File: config.mk
export PLATFORM = sky130hd
export DESIGN_NAME = bcd_timekeeper_flat
export DESIGN_NICKNAME = d
export VERILOG_FILES = /design/src/rtl/clock_pkg.sv /design/src/rtl/bcd_timekeeper_if.sv /design/src/rtl/bcd_field_counter.sv /design/src/rtl/bcd_timekeeper.sv /design/src/flat_wrapper.sv
export SDC_FILE = /design/constraint.sdc
export NUM_CORES = 1
export LEC_CHECK = 0
export BUFFER_PORTS_ARGS = -buffer_cell sky130_fd_sc_hd__clkbuf_2
export CAP_MARGIN = 20
export CORE_UTILIZATION = 30
export DETAILED_ROUTE_END_ITERATION = 16
export SLEW_MARGIN = 20
export SYNTH_ARGS = -nofsm -noshare
export SYNTH_HDL_FRONTEND = slang
export SYNTH_SLANG_ARGS = --single-unit
File: constraint.sdc
create_clock -name CLOCK_50 -period 15.6 [get_ports CLOCK_50]
set_input_delay 0.78 -clock CLOCK_50 [delete_from_list [all_inputs] [get_ports CLOCK_50]]
set_output_delay 0.78 -clock CLOCK_50 [all_outputs]
set_load 0.02 [all_outputs]
File: src/rtl/clock_pkg.sv
// Shared definitions for the BCD time-of-day engine: field layout, limits, alarm states.
package clock_pkg;

  localparam int unsigned BCD_W   = 4;
  localparam int unsigned FIELD_W = 2 * BCD_W;
  localparam int unsigned TIME_W  = 4 * FIELD_W;

  localparam int unsigned HH_LSB = 24;
  localparam int unsigned MM_LSB = 16;
  localparam int unsigned SS_LSB = 8;
  localparam int unsigned CS_LSB = 0;

  localparam int unsigned HH_MAX = 23;
  localparam int unsigned MM_MAX = 59;
  localparam int unsigned SS_MAX = 59;
  localparam int unsigned CS_MAX = 99;

  typedef enum logic {
    IDLE    = 1'b0,
    RINGING = 1'b1
  } alarm_state_e;

  typedef enum logic [1:0] {
    FLD_CS = 2'd0,
    FLD_SS = 2'd1,
    FLD_MM = 2'd2,
    FLD_HH = 2'd3
  } field_e;

  typedef struct packed {
    logic [FIELD_W-1:0] hour;
    logic [FIELD_W-1:0] minute;
    logic [FIELD_W-1:0] second;
    logic [FIELD_W-1:0] centi;
  } time_word_t;

  // True when v is two valid BCD digits whose decimal value does not exceed max_val.
  function automatic logic bcd_in_range(input logic [FIELD_W-1:0] v, input int unsigned max_val);
    logic [BCD_W-1:0] tens;
    logic [BCD_W-1:0] units;
    tens  = v[FIELD_W-1:BCD_W];
    units = v[BCD_W-1:0];
    return (units <= BCD_W'(9)) && (tens <= BCD_W'(9)) &&
           ((32'(tens) * 32'd10 + 32'(units)) <= 32'(max_val));
  endfunction

endpackage

File: src/rtl/bcd_timekeeper_if.sv
// Host-side bundle of the timekeeper: field writes, alarm acknowledge, time/alarm/status outputs.
interface bcd_timekeeper_if;
  import clock_pkg::*;

  logic [FIELD_W-1:0] time_in;
  logic               set_hour;
  logic               set_minute;
  logic               set_second;
  logic               set_mil;
  logic               set_time;
  logic               set_alarm;
  logic               alarm_ack;
  logic [TIME_W-1:0]  time_out;
  logic [TIME_W-1:0]  alarm_out;
  logic               tick;
  logic               wr_err;
  logic               alarm_sound;

  modport master (
    output time_in, set_hour, set_minute, set_second, set_mil, set_time, set_alarm, alarm_ack,
    input  time_out, alarm_out, tick, wr_err, alarm_sound
  );

  modport slave (
    input  time_in, set_hour, set_minute, set_second, set_mil, set_time, set_alarm, alarm_ack,
    output time_out, alarm_out, tick, wr_err, alarm_sound
  );
endinterface

File: src/rtl/bcd_field_counter.sv
// Two-digit BCD counter 00..MAX with clear > load > inc priority; carry_out flags the wrap.
module bcd_field_counter
  import clock_pkg::*;
#(
  parameter int unsigned MAX = 99
) (
  input  logic               clk,
  input  logic               clear,
  input  logic               inc,
  input  logic               load,
  input  logic [FIELD_W-1:0] load_val,
  output logic [FIELD_W-1:0] q,
  output logic [FIELD_W-1:0] q_nxt_c,
  output logic               carry_out
);

  localparam logic [FIELD_W-1:0] MAX_BCD = FIELD_W'(((MAX / 10) << BCD_W) | (MAX % 10));

  logic [BCD_W-1:0] tens;
  logic [BCD_W-1:0] units;

  assign tens      = q[FIELD_W-1:BCD_W];
  assign units     = q[BCD_W-1:0];
  assign carry_out = inc && (q == MAX_BCD);

  // Next value is exported so the parent can see the post-tick word before it lands.
  always_comb begin
    q_nxt_c = q;
    if (clear) begin
      q_nxt_c = '0;
    end else if (load) begin
      q_nxt_c = load_val;
    end else if (inc) begin
      if (q == MAX_BCD) begin
        q_nxt_c = '0;
      end else if (units == BCD_W'(9)) begin
        q_nxt_c = {tens + BCD_W'(1), BCD_W'(0)};
      end else begin
        q_nxt_c = {tens, units + BCD_W'(1)};
      end
    end
  end

  always_ff @(posedge clk) begin
    q <= q_nxt_c;
  end

endmodule

File: src/rtl/bcd_timekeeper.sv
// Time-of-day engine HH:MM:SS:hh in packed BCD with field writes and an alarm.
// ALARM_TONE_EN: when defined, alarm_sound is beep-gated while ringing instead of held high.
module bcd_timekeeper
  import clock_pkg::*;
#(
  parameter int unsigned CLK_HZ    = 50_000_000,
  parameter int unsigned TICK_HZ   = 100,
  parameter int unsigned RING_SECS = 30,
  parameter int unsigned TONE_HZ   = 4
) (
  input  logic             CLOCK_50,
  input  logic             reset,
  bcd_timekeeper_if.slave  bus
);

  localparam int unsigned DIV        = CLK_HZ / TICK_HZ;
  localparam int unsigned PRE_W      = $clog2(DIV);
  localparam int unsigned RING_TICKS = RING_SECS * TICK_HZ;
  localparam int unsigned RING_W     = $clog2(RING_TICKS + 1);
  localparam int unsigned TONE_TICKS = TICK_HZ / (2 * TONE_HZ);

  if (DIV < 2 || (CLK_HZ % TICK_HZ) != 0) begin : g_bad_div
    $error("CLK_HZ/TICK_HZ must be an integer >= 2");
  end
  if (RING_SECS < 1 || RING_SECS > 255) begin : g_bad_ring
    $error("RING_SECS must be in 1..255");
  end
  if (TONE_TICKS < 1) begin : g_bad_tone
    $error("TICK_HZ/(2*TONE_HZ) must be at least 1");
  end

  logic [PRE_W-1:0]  presc_q;
  logic              tick_q;
  logic              err_q;
  logic [TIME_W-1:0] alarm_q;

  field_e            sel_c;
  int unsigned       field_max_c;
  logic              any_sel_c;
  logic              data_ok_c;
  logic              time_wr_c;
  logic              alarm_wr_c;
  logic              err_c;
  logic              adv_c;
  time_word_t        next_time_c;

  // Highest-priority selected field and its legal ceiling.
  always_comb begin
    sel_c = FLD_CS;
    if (bus.set_hour) begin
      sel_c = FLD_HH;
    end else if (bus.set_minute) begin
      sel_c = FLD_MM;
    end else if (bus.set_second) begin
      sel_c = FLD_SS;
    end
  end

  always_comb begin
    case (sel_c)
      FLD_HH:  field_max_c = HH_MAX;
      FLD_MM:  field_max_c = MM_MAX;
      FLD_SS:  field_max_c = SS_MAX;
      default: field_max_c = CS_MAX;
    endcase
  end

  assign any_sel_c  = bus.set_hour | bus.set_minute | bus.set_second | bus.set_mil;
  assign data_ok_c  = any_sel_c && bcd_in_range(bus.time_in, field_max_c);
  assign time_wr_c  = bus.set_time && data_ok_c;
  assign alarm_wr_c = !bus.set_time && bus.set_alarm && data_ok_c;
  assign err_c      = (bus.set_time || bus.set_alarm) && !data_ok_c;
  assign adv_c      = (presc_q == PRE_W'(DIV - 1)) && !time_wr_c;

  // A time write restarts the tick period and swallows a coincident terminal count.
  always_ff @(posedge CLOCK_50) begin
    if (reset) begin
      presc_q <= '0;
      tick_q  <= 1'b0;
      err_q   <= 1'b0;
    end else begin
      tick_q <= adv_c;
      err_q  <= err_c;
      if (time_wr_c || adv_c) begin
        presc_q <= '0;
      end else begin
        presc_q <= presc_q + PRE_W'(1);
      end
    end
  end

  always_ff @(posedge CLOCK_50) begin
    if (reset) begin
      alarm_q <= '0;
    end else if (alarm_wr_c) begin
      case (sel_c)
        FLD_HH:  alarm_q[HH_LSB +: FIELD_W] <= bus.time_in;
        FLD_MM:  alarm_q[MM_LSB +: FIELD_W] <= bus.time_in;
        FLD_SS:  alarm_q[SS_LSB +: FIELD_W] <= bus.time_in;
        default: alarm_q[CS_LSB +: FIELD_W] <= bus.time_in;
      endcase
    end
  end

  logic [FIELD_W-1:0] cs_q, ss_q, mm_q, hh_q;
  logic               cs_carry, ss_carry, mm_carry, hh_carry;

  bcd_field_counter #(.MAX(CS_MAX)) u_cs (
    .clk(CLOCK_50), .clear(reset), .inc(adv_c),
    .load(time_wr_c && sel_c == FLD_CS), .load_val(bus.time_in),
    .q(cs_q), .q_nxt_c(next_time_c.centi), .carry_out(cs_carry)
  );

  bcd_field_counter #(.MAX(SS_MAX)) u_ss (
    .clk(CLOCK_50), .clear(reset), .inc(cs_carry),
    .load(time_wr_c && sel_c == FLD_SS), .load_val(bus.time_in),
    .q(ss_q), .q_nxt_c(next_time_c.second), .carry_out(ss_carry)
  );

  bcd_field_counter #(.MAX(MM_MAX)) u_mm (
    .clk(CLOCK_50), .clear(reset), .inc(ss_carry),
    .load(time_wr_c && sel_c == FLD_MM), .load_val(bus.time_in),
    .q(mm_q), .q_nxt_c(next_time_c.minute), .carry_out(mm_carry)
  );

  bcd_field_counter #(.MAX(HH_MAX)) u_hh (
    .clk(CLOCK_50), .clear(reset), .inc(mm_carry),
    .load(time_wr_c && sel_c == FLD_HH), .load_val(bus.time_in),
    .q(hh_q), .q_nxt_c(next_time_c.hour), .carry_out(hh_carry)
  );

  // End-of-day carry must land on midnight.
  a_day_wrap: assert property (@(posedge CLOCK_50) disable iff (reset)
                               hh_carry |-> (next_time_c == '0));

  alarm_state_e      state_q, state_d;
  logic [RING_W-1:0] ring_cnt_q, ring_cnt_d;
  logic              sound_q, sound_d;
`ifdef ALARM_TONE_EN
  localparam int unsigned TONE_W = $clog2(TONE_TICKS + 1);
  logic [TONE_W-1:0] tone_cnt_q, tone_cnt_d;
`endif

  always_ff @(posedge CLOCK_50) begin
    if (reset) begin
      state_q    <= IDLE;
      ring_cnt_q <= '0;
      sound_q    <= 1'b0;
`ifdef ALARM_TONE_EN
      tone_cnt_q <= '0;
`endif
    end else begin
      state_q    <= state_d;
      ring_cnt_q <= ring_cnt_d;
      sound_q    <= sound_d;
`ifdef ALARM_TONE_EN
      tone_cnt_q <= tone_cnt_d;
`endif
    end
  end

  // Trigger only on a tick whose resulting time equals the current alarm word.
  always_comb begin
    state_d    = state_q;
    ring_cnt_d = ring_cnt_q;
    sound_d    = sound_q;
`ifdef ALARM_TONE_EN
    tone_cnt_d = tone_cnt_q;
`endif
    case (state_q)
      IDLE: begin
        sound_d = 1'b0;
        if (adv_c && (next_time_c == alarm_q) && !bus.alarm_ack) begin
          state_d    = RINGING;
          ring_cnt_d = '0;
          sound_d    = 1'b1;
`ifdef ALARM_TONE_EN
          tone_cnt_d = '0;
`endif
        end
      end
      RINGING: begin
        if (bus.alarm_ack) begin
          state_d = IDLE;
          sound_d = 1'b0;
        end else if (adv_c) begin
          if (ring_cnt_q == RING_W'(RING_TICKS - 1)) begin
            state_d = IDLE;
            sound_d = 1'b0;
          end else begin
            ring_cnt_d = ring_cnt_q + RING_W'(1);
`ifdef ALARM_TONE_EN
            if (tone_cnt_q == TONE_W'(TONE_TICKS - 1)) begin
              tone_cnt_d = '0;
              sound_d    = !sound_q;
            end else begin
              tone_cnt_d = tone_cnt_q + TONE_W'(1);
            end
`endif
          end
        end
      end
      default: begin
        state_d = IDLE;
        sound_d = 1'b0;
      end
    endcase
  end

  assign bus.time_out[HH_LSB +: FIELD_W] = hh_q;
  assign bus.time_out[MM_LSB +: FIELD_W] = mm_q;
  assign bus.time_out[SS_LSB +: FIELD_W] = ss_q;
  assign bus.time_out[CS_LSB +: FIELD_W] = cs_q;
  assign bus.alarm_out   = alarm_q;
  assign bus.tick        = tick_q;
  assign bus.wr_err      = err_q;
  assign bus.alarm_sound = sound_q;

endmodule

File: src/flat_wrapper.sv
// flat-port wrapper written by rule: the top's interface ports become plain ports
module bcd_timekeeper_flat import clock_pkg::*;
#(
  parameter int unsigned CLK_HZ    = 50_000_000,
  parameter int unsigned TICK_HZ   = 100,
  parameter int unsigned RING_SECS = 30,
  parameter int unsigned TONE_HZ   = 4
)
  (CLOCK_50, reset, bus_time_in, bus_set_hour, bus_set_minute, bus_set_second, bus_set_mil, bus_set_time, bus_set_alarm, bus_alarm_ack, bus_time_out, bus_alarm_out, bus_tick, bus_wr_err, bus_alarm_sound);
  bcd_timekeeper_if bus_i ();
  input  logic CLOCK_50;
  input  logic reset;
  input wire logic [$bits(bus_i.time_in)-1:0] bus_time_in;
  input wire logic [$bits(bus_i.set_hour)-1:0] bus_set_hour;
  input wire logic [$bits(bus_i.set_minute)-1:0] bus_set_minute;
  input wire logic [$bits(bus_i.set_second)-1:0] bus_set_second;
  input wire logic [$bits(bus_i.set_mil)-1:0] bus_set_mil;
  input wire logic [$bits(bus_i.set_time)-1:0] bus_set_time;
  input wire logic [$bits(bus_i.set_alarm)-1:0] bus_set_alarm;
  input wire logic [$bits(bus_i.alarm_ack)-1:0] bus_alarm_ack;
  output wire logic [$bits(bus_i.time_out)-1:0] bus_time_out;
  output wire logic [$bits(bus_i.alarm_out)-1:0] bus_alarm_out;
  output wire logic [$bits(bus_i.tick)-1:0] bus_tick;
  output wire logic [$bits(bus_i.wr_err)-1:0] bus_wr_err;
  output wire logic [$bits(bus_i.alarm_sound)-1:0] bus_alarm_sound;
  assign bus_i.time_in = bus_time_in;
  assign bus_i.set_hour = bus_set_hour;
  assign bus_i.set_minute = bus_set_minute;
  assign bus_i.set_second = bus_set_second;
  assign bus_i.set_mil = bus_set_mil;
  assign bus_i.set_time = bus_set_time;
  assign bus_i.set_alarm = bus_set_alarm;
  assign bus_i.alarm_ack = bus_alarm_ack;
  assign bus_time_out = bus_i.time_out;
  assign bus_alarm_out = bus_i.alarm_out;
  assign bus_tick = bus_i.tick;
  assign bus_wr_err = bus_i.wr_err;
  assign bus_alarm_sound = bus_i.alarm_sound;
  bcd_timekeeper #(.CLK_HZ(CLK_HZ), .TICK_HZ(TICK_HZ), .RING_SECS(RING_SECS), .TONE_HZ(TONE_HZ)) u_core (.CLOCK_50(CLOCK_50), .reset(reset), .bus(bus_i));
endmodule
# Word level (Yosys, flattened, before mapping)
# Index checks and enable logic that the tools add are counted.
dict set report classes {
  n_div 0
  n_reduce_logical 33
  n_shift 0
  multipliers 1
  n_lt_le_gt_ge 3
  bitwise_logic 5
  eq_ne 20
  n_mux 38
  add_sub_neg 11
}
# operator count
set op_table {}
lappend op_table {{$mux 8} 20}
lappend op_table {{$mux 12} 4}
lappend op_table {{$add 4x1->4 const B} 8}
lappend op_table {{$eq 32x32->1} 1}
lappend op_table {{$le 32x7->1} 1}
lappend op_table {{$pmux 12 s2} 1}
lappend op_table {{$add 19x1->19 const B} 1}
lappend op_table {{$eq 19x19->1 const B} 1}
lappend op_table {{$logic_and 1x1->1} 17}
lappend op_table {{$eq 4x4->1 const B} 4}
lappend op_table {{$eq 8x7->1 const B} 2}
lappend op_table {{$pmux 7 s2} 1}
lappend op_table {{$add 12x1->12 const B} 1}
lappend op_table {{$eq 12x12->1 const B} 1}
lappend op_table {{$reduce_and 2->1} 5}
lappend op_table {{$add 8x4->9} 1}
lappend op_table {{$eq 8x6->1 const B} 1}
lappend op_table {{$eq 8x8->1 const B} 1}
lappend op_table {{$le 4x4->1 const B} 2}
lappend op_table {{$mux 1} 8}
lappend op_table {{$mul 4x3->7 const B} 1}
lappend op_table {{$eq 2x2->1 const B} 2}
lappend op_table {{$logic_not 1->1} 4}
lappend op_table {{$mux 2} 2}
lappend op_table {{13 further kinds} 21}
dict set report word_totals {
  romBits 0
  memories 0
  ff_bits 99
  latchBits 0
  mem_bits_rw 0
  output_inout_bits 67
  word_cells 125
  in_bits 17
}

# Longest topological paths before layout
dict set report logic_depth {
  word_depth 23
  depth_mapped 21
  depth_no_buf 18
}

# Hierarchy
# A second synthesis with hierarchy kept.
dict set report hier_totals {
  cells_unflattened 661
  area_unflattened_um2 5952.0
}
# module seq_area_each_um2 instances cells_each area_each_um2
set modules_own_cells {}
lappend modules_own_cells {bcd_timekeeper 1341.3 1 416 3796.1}
lappend modules_own_cells {{bcd_field_counter (u_core.u_mm ...)} 160.2 2 62 553.0}
lappend modules_own_cells {{bcd_field_counter (u_core.u_cs)} 160.2 1 60 534.3}
lappend modules_own_cells {{bcd_field_counter (u_core.u_hh)} 160.2 1 61 515.5}

# Worst setup path before layout
# Ideal clock, no wire load.
dict set report synth_timing {
  kind {in2reg}
  from {input bus_time_in[5]}
  to {register u_core.sound_q (netlist: u_core.bus.alarm_sound)}
  path_slack_ns 10.033
  path_buffers 1
  t_required_ns 15.542
  t_arrival_ns 5.509
  path_stages 19
  setup_time_ns 0.058
  cell_sequence {ha_1 > ha_1 > fa_1 > nand2_1 > nor2_1 > xnor2_1 > ha_1 > nand3_1 > o22a_1 > clkbuf_1 > a211oi_1 > a21oi_1 > a211oi_1 > nor2b_1 > a2111o_1 > or4_1 > or4_1 > nor4b_2 > o21ba_1}
}
# element line
set synth_lines {}
lappend synth_lines {{start, declared} flat_wrapper.sv:13} ;# input wire logic [$bits(bus_i.time_in)-1:0] bus_time_in;
lappend synth_lines {{end signal, assigned} bcd_timekeeper.sv:155} ;# sound_q <= sound_d;
lappend synth_lines {{end, declared} bcd_timekeeper.sv:138} ;# logic sound_q, sound_d;

==> results.py <==
metrics = {
    "synth": {
        "syn_inst": 1013,
        "synth_edf_count": 0,
        "yosysSeqAreaShare": 0.258,
        "synth_nets": 1068,
        "synth-seq-cells": 99,
        "ys_warn_count": 0,
        "synth_flop_cell": "dfxtp_1",
        "syn_avg_cell_area_um2": 7.58,
        "synth.distinct_cells": 76,
        "ys_async_sr_fraction": 0,
        "synth_area_um2": 7680,
    },
    "clock_tree": {
        "h-tree-depth": 3,
        "post-cts-setup-buffers": 0,
        "cts.repair.resized": 0,
        "cts_hold_buf": 0,
        "clk_pin_slew_ns": 0.08,
        "numCtsBuffers": 9,
        "tritoncts": "yes",
        "clock_latency_ns": 0.37,
        "cts_buffer_depth": 2,
        "clock_sinks": 99,
        "root_buffer": "clkbuf_16",
    },
    "hold_path": {
        "hp-start": "u_core.presc_q[0]$_SDFF_PP0_",
        "whs_endpoint": "u_core.presc_q[0]$_SDFF_PP0_",
        "hp-class": "flip-flop to flip-flop",
        "hold_depth": 1,
    },
    "placement": {
        "detailed_place.area_um2": 8350,
        "gp_congestion": 0.989,
        "dpl.hpwl_um": 23700,
        "io_buffers": 83,
    },
    "floorplan": {
        "design.core.area_um2": 25200,
        "rows": 58,
        "die-height_um": 162,
        "ios": 84,
        "dieArea_um2": 26300,
        "die_x_um": 162,
        "start_util": 0.305,
    },
    "pwr": {
        "p_total_mw": 0.662,
        "pwr_density_cell_nw_per_um2": 76.2,
        "p_leak_nw": 3.17,
        "ir_worst_vdd_v": 0.0000519,
    },
    "final_layout": {
        "n_fill_cell": 2707,
        "syn_to_final_growth_pct": 13.1,
        "num_antenna_cells": 0,
        "postLayoutCellArea_um2": 8690,
        "layout.nets": 1112,
        "final_layout_size_suffix_gt1_frac": 0.125,
    },
    "global_route": {
        "grt_max_degree": 81,
        "grt_antenna_before_repair": 0,
        "grt_util_all_layers": 0.241,
        "grt_pass1_wl_um": 48300,
        "grt_pass1_vias": 8036,
        "overflow": 0,
    },
    "critical_path": {
        "crit_path_top_delay_cell": "a211oi_1",
        "r2r_cells": 12,
        "cp-start-kind": "input pin",
        "timing.rr.end": "u_core.ring_cnt_q[4]$_SDFFE_PP0P_",
        "max_stage_delay_ns": 0.75,
        "path_class": "input pin to flip-flop",
        "worstPathMaxFanout": 19,
        "critPathArrivalTime_ns": 6.71,
        "crit_path_end_kind": "flip-flop",
        "required_ns": 15.91,
        "ff2ff_setup_slack_ns": 10.45,
        "cp_cell_sequence": "clkbuf_2 -> ha_1 -> ha_1 -> fa_1 -> nand2_1 -> nor2_1 -> xnor2_1 -> ha_1 -> a211oi_1 -> o21ai_1 -> a211oi_1 -> a21oi_1 -> a211oi_1 -> nor2b_1 -> a2111o_1 -> or4_1 -> or4_1 -> nor4b_2 -> o21ba_1",
        "r2r_start": "u_core.u_cs.q[0]$_DFF_P_",
    },
    "sta": {
        "fmax_ghz": 0.156,
        "maxSlewHeadroom": 0.298,
        "hold_slack_ns": 0.451,
        "slew_violations": 0,
        "period_share": 0.410,
        "tightest_slew_ns": 1.03,
        "setup_viol": 0,
        "hold_viol": 0,
        "rsz0062_at_grt": "false",
        "fin_skew_ns": 0.0104,
        "final.setup.tns_ns": 0,
        "finalCriticalPeriod_ns": 6.40,
    },
    "run": {
        "cap_viol_max_count": 0,
    },
    "drt": {
        "vias": 8610,
        "first_pass_iters": 7,
        "drtAntennaViolNets": 0,
        "drt-total-wl_um": 31700,
        "drc_errors": 0,
        "viasPerCell": 6.19,
        "dr.first_iter.drc_count": 1119,
        "wire_per_inst_um": 22.8,
    },
    "outcome": {
        "status": "finished clean",
    },
}
## state kept, by name, summed over array words and instances, names as in the netlist
| signal | flops |
|---|---|
| u_core.bus.wr_err | 1 |
| u_core.u_hh.q | 8 |
| u_core.state_q | 1 |
| u_core.u_mm.q | 8 |
| u_core.u_ss.q | 8 |
| u_core.bus.alarm_out | 32 |
| u_core.u_cs.q | 8 |
| u_core.bus.alarm_sound | 1 |
| u_core.presc_q | 19 |
| u_core.ring_cnt_q | 12 |
| u_core.bus.tick | 1 |
## critical path: cells and delay by family
| family | cells | cell delay [ns] |
|---|---|---|
| compound gates | 7 | 2.39 |
| simple gates | 6 | 1.81 |
| fa+ha+maj | 4 | 1.27 |
| buf+inv | 1 | 0.34 |
| xor+xnor | 1 | 0.09 |
## power breakdown
| group | internal [mW] | switching (mW) |
|---|---|---|
| clock | 0.157 | 0.109 |
| sequential | 0.258 | 0.00898 |
| combinational | 0.0401 | 0.0897 |
| total | 0.454 | 0.208 |
## worst max path at each step
stage,end,slack [ns],cells past startpoint,startpoint
CTS,u_core.ring_cnt_q[9]$_SDFFE_PP0P_,9.29,19,bus_time_in[6]
floorplan,u_core.bus.alarm_sound$_SDFFE_PP0P_,10.03,19,bus_time_in[5]
detailed placement,u_core.ring_cnt_q[9]$_SDFFE_PP0P_,8.91,19,bus_time_in[6]
global placement,u_core.bus.alarm_sound$_SDFFE_PP0P_,9.06,19,bus_time_in[6]
global route,u_core.ring_cnt_q[4]$_SDFFE_PP0P_,8.76,19,bus_time_in[6]
finish,u_core.bus.alarm_sound$_SDFFE_PP0P_,9.20,19,bus_time_in[6]
## routing by layer
layer | global-route usage | part of all wire
met1 | 0.319 | 0.42
met4 | 0.110 | 0.044
met5 | 0 | 0
met3 | 0.0501 | 0.089
met2 | 0.374 | 0.44
## synth_stat cells (16+ instances only)
cell type | count | area [um^2]
nand2_1 | 111 | 417
dfxtp_1 | 99 | 1980
nor2_1 | 75 | 282
nand3_1 | 69 | 345
a21oi_1 | 61 | 305
clkbuf_1 | 53 | 199
a211oi_1 | 51 | 383
ha_1 | 36 | 450
inv_1 | 32 | 120
nor3_1 | 32 | 160
a31oi_1 | 27 | 169
o21ai_0 | 26 | 130
and3_1 | 22 | 138
nor4_1 | 22 | 138
nand4_1 | 16 | 100
xnor2_1 | 16 | 140
## kinds of logic after synthesis
group | Yosys count | share of synthesized area
AOI/OAI and AO/OA | 293 | 0.273
xor gates and xnor gates | 26 | 0.0296
adders and majority gates | 38 | 0.0638
buffers and inverters | 94 | 0.0487
DFF | 99 | 0.258
muxes | 16 | 0.0213
and+or+nand+nor | 447 | 0.306
## layout by cell type (no fill, tap or decap), types with 26 or more instances in the layout
master,instances
nand2_1,111
dfxtp_1,99
clkbuf_2,82
nor2_1,75
nand3_1,69
a21oi_1,61
a211oi_1,51
ha_1,36
inv_1,32
nor3_1,32
a31oi_1,27
o21ai_0,26
## per-stage QoR
step           utilization  std cells  worst slack (ns)
3_5_place_dp         0.332       1376              8.91
5_1_grt              0.345       1391              8.76
2_1_floorplan            -       1013             10.03
3_3_place_gp         0.332       1376              9.06
6_report             0.345       1391              9.20
4_1_cts              0.345       1391              9.29
## cell type report
cell class	count	area, um^2	share of cell area
inverter	32	120	0.0138
multi-input combinational	820	5330	0.613
clock buffer	9	225	0.0259
sequential	99	1980	0.228
timing repair buffer	95	508	0.0584
tap	330	413	0.0475
clock inverter	6	113	0.0130
Note: power is estimated with default switching activity, not from simulation.
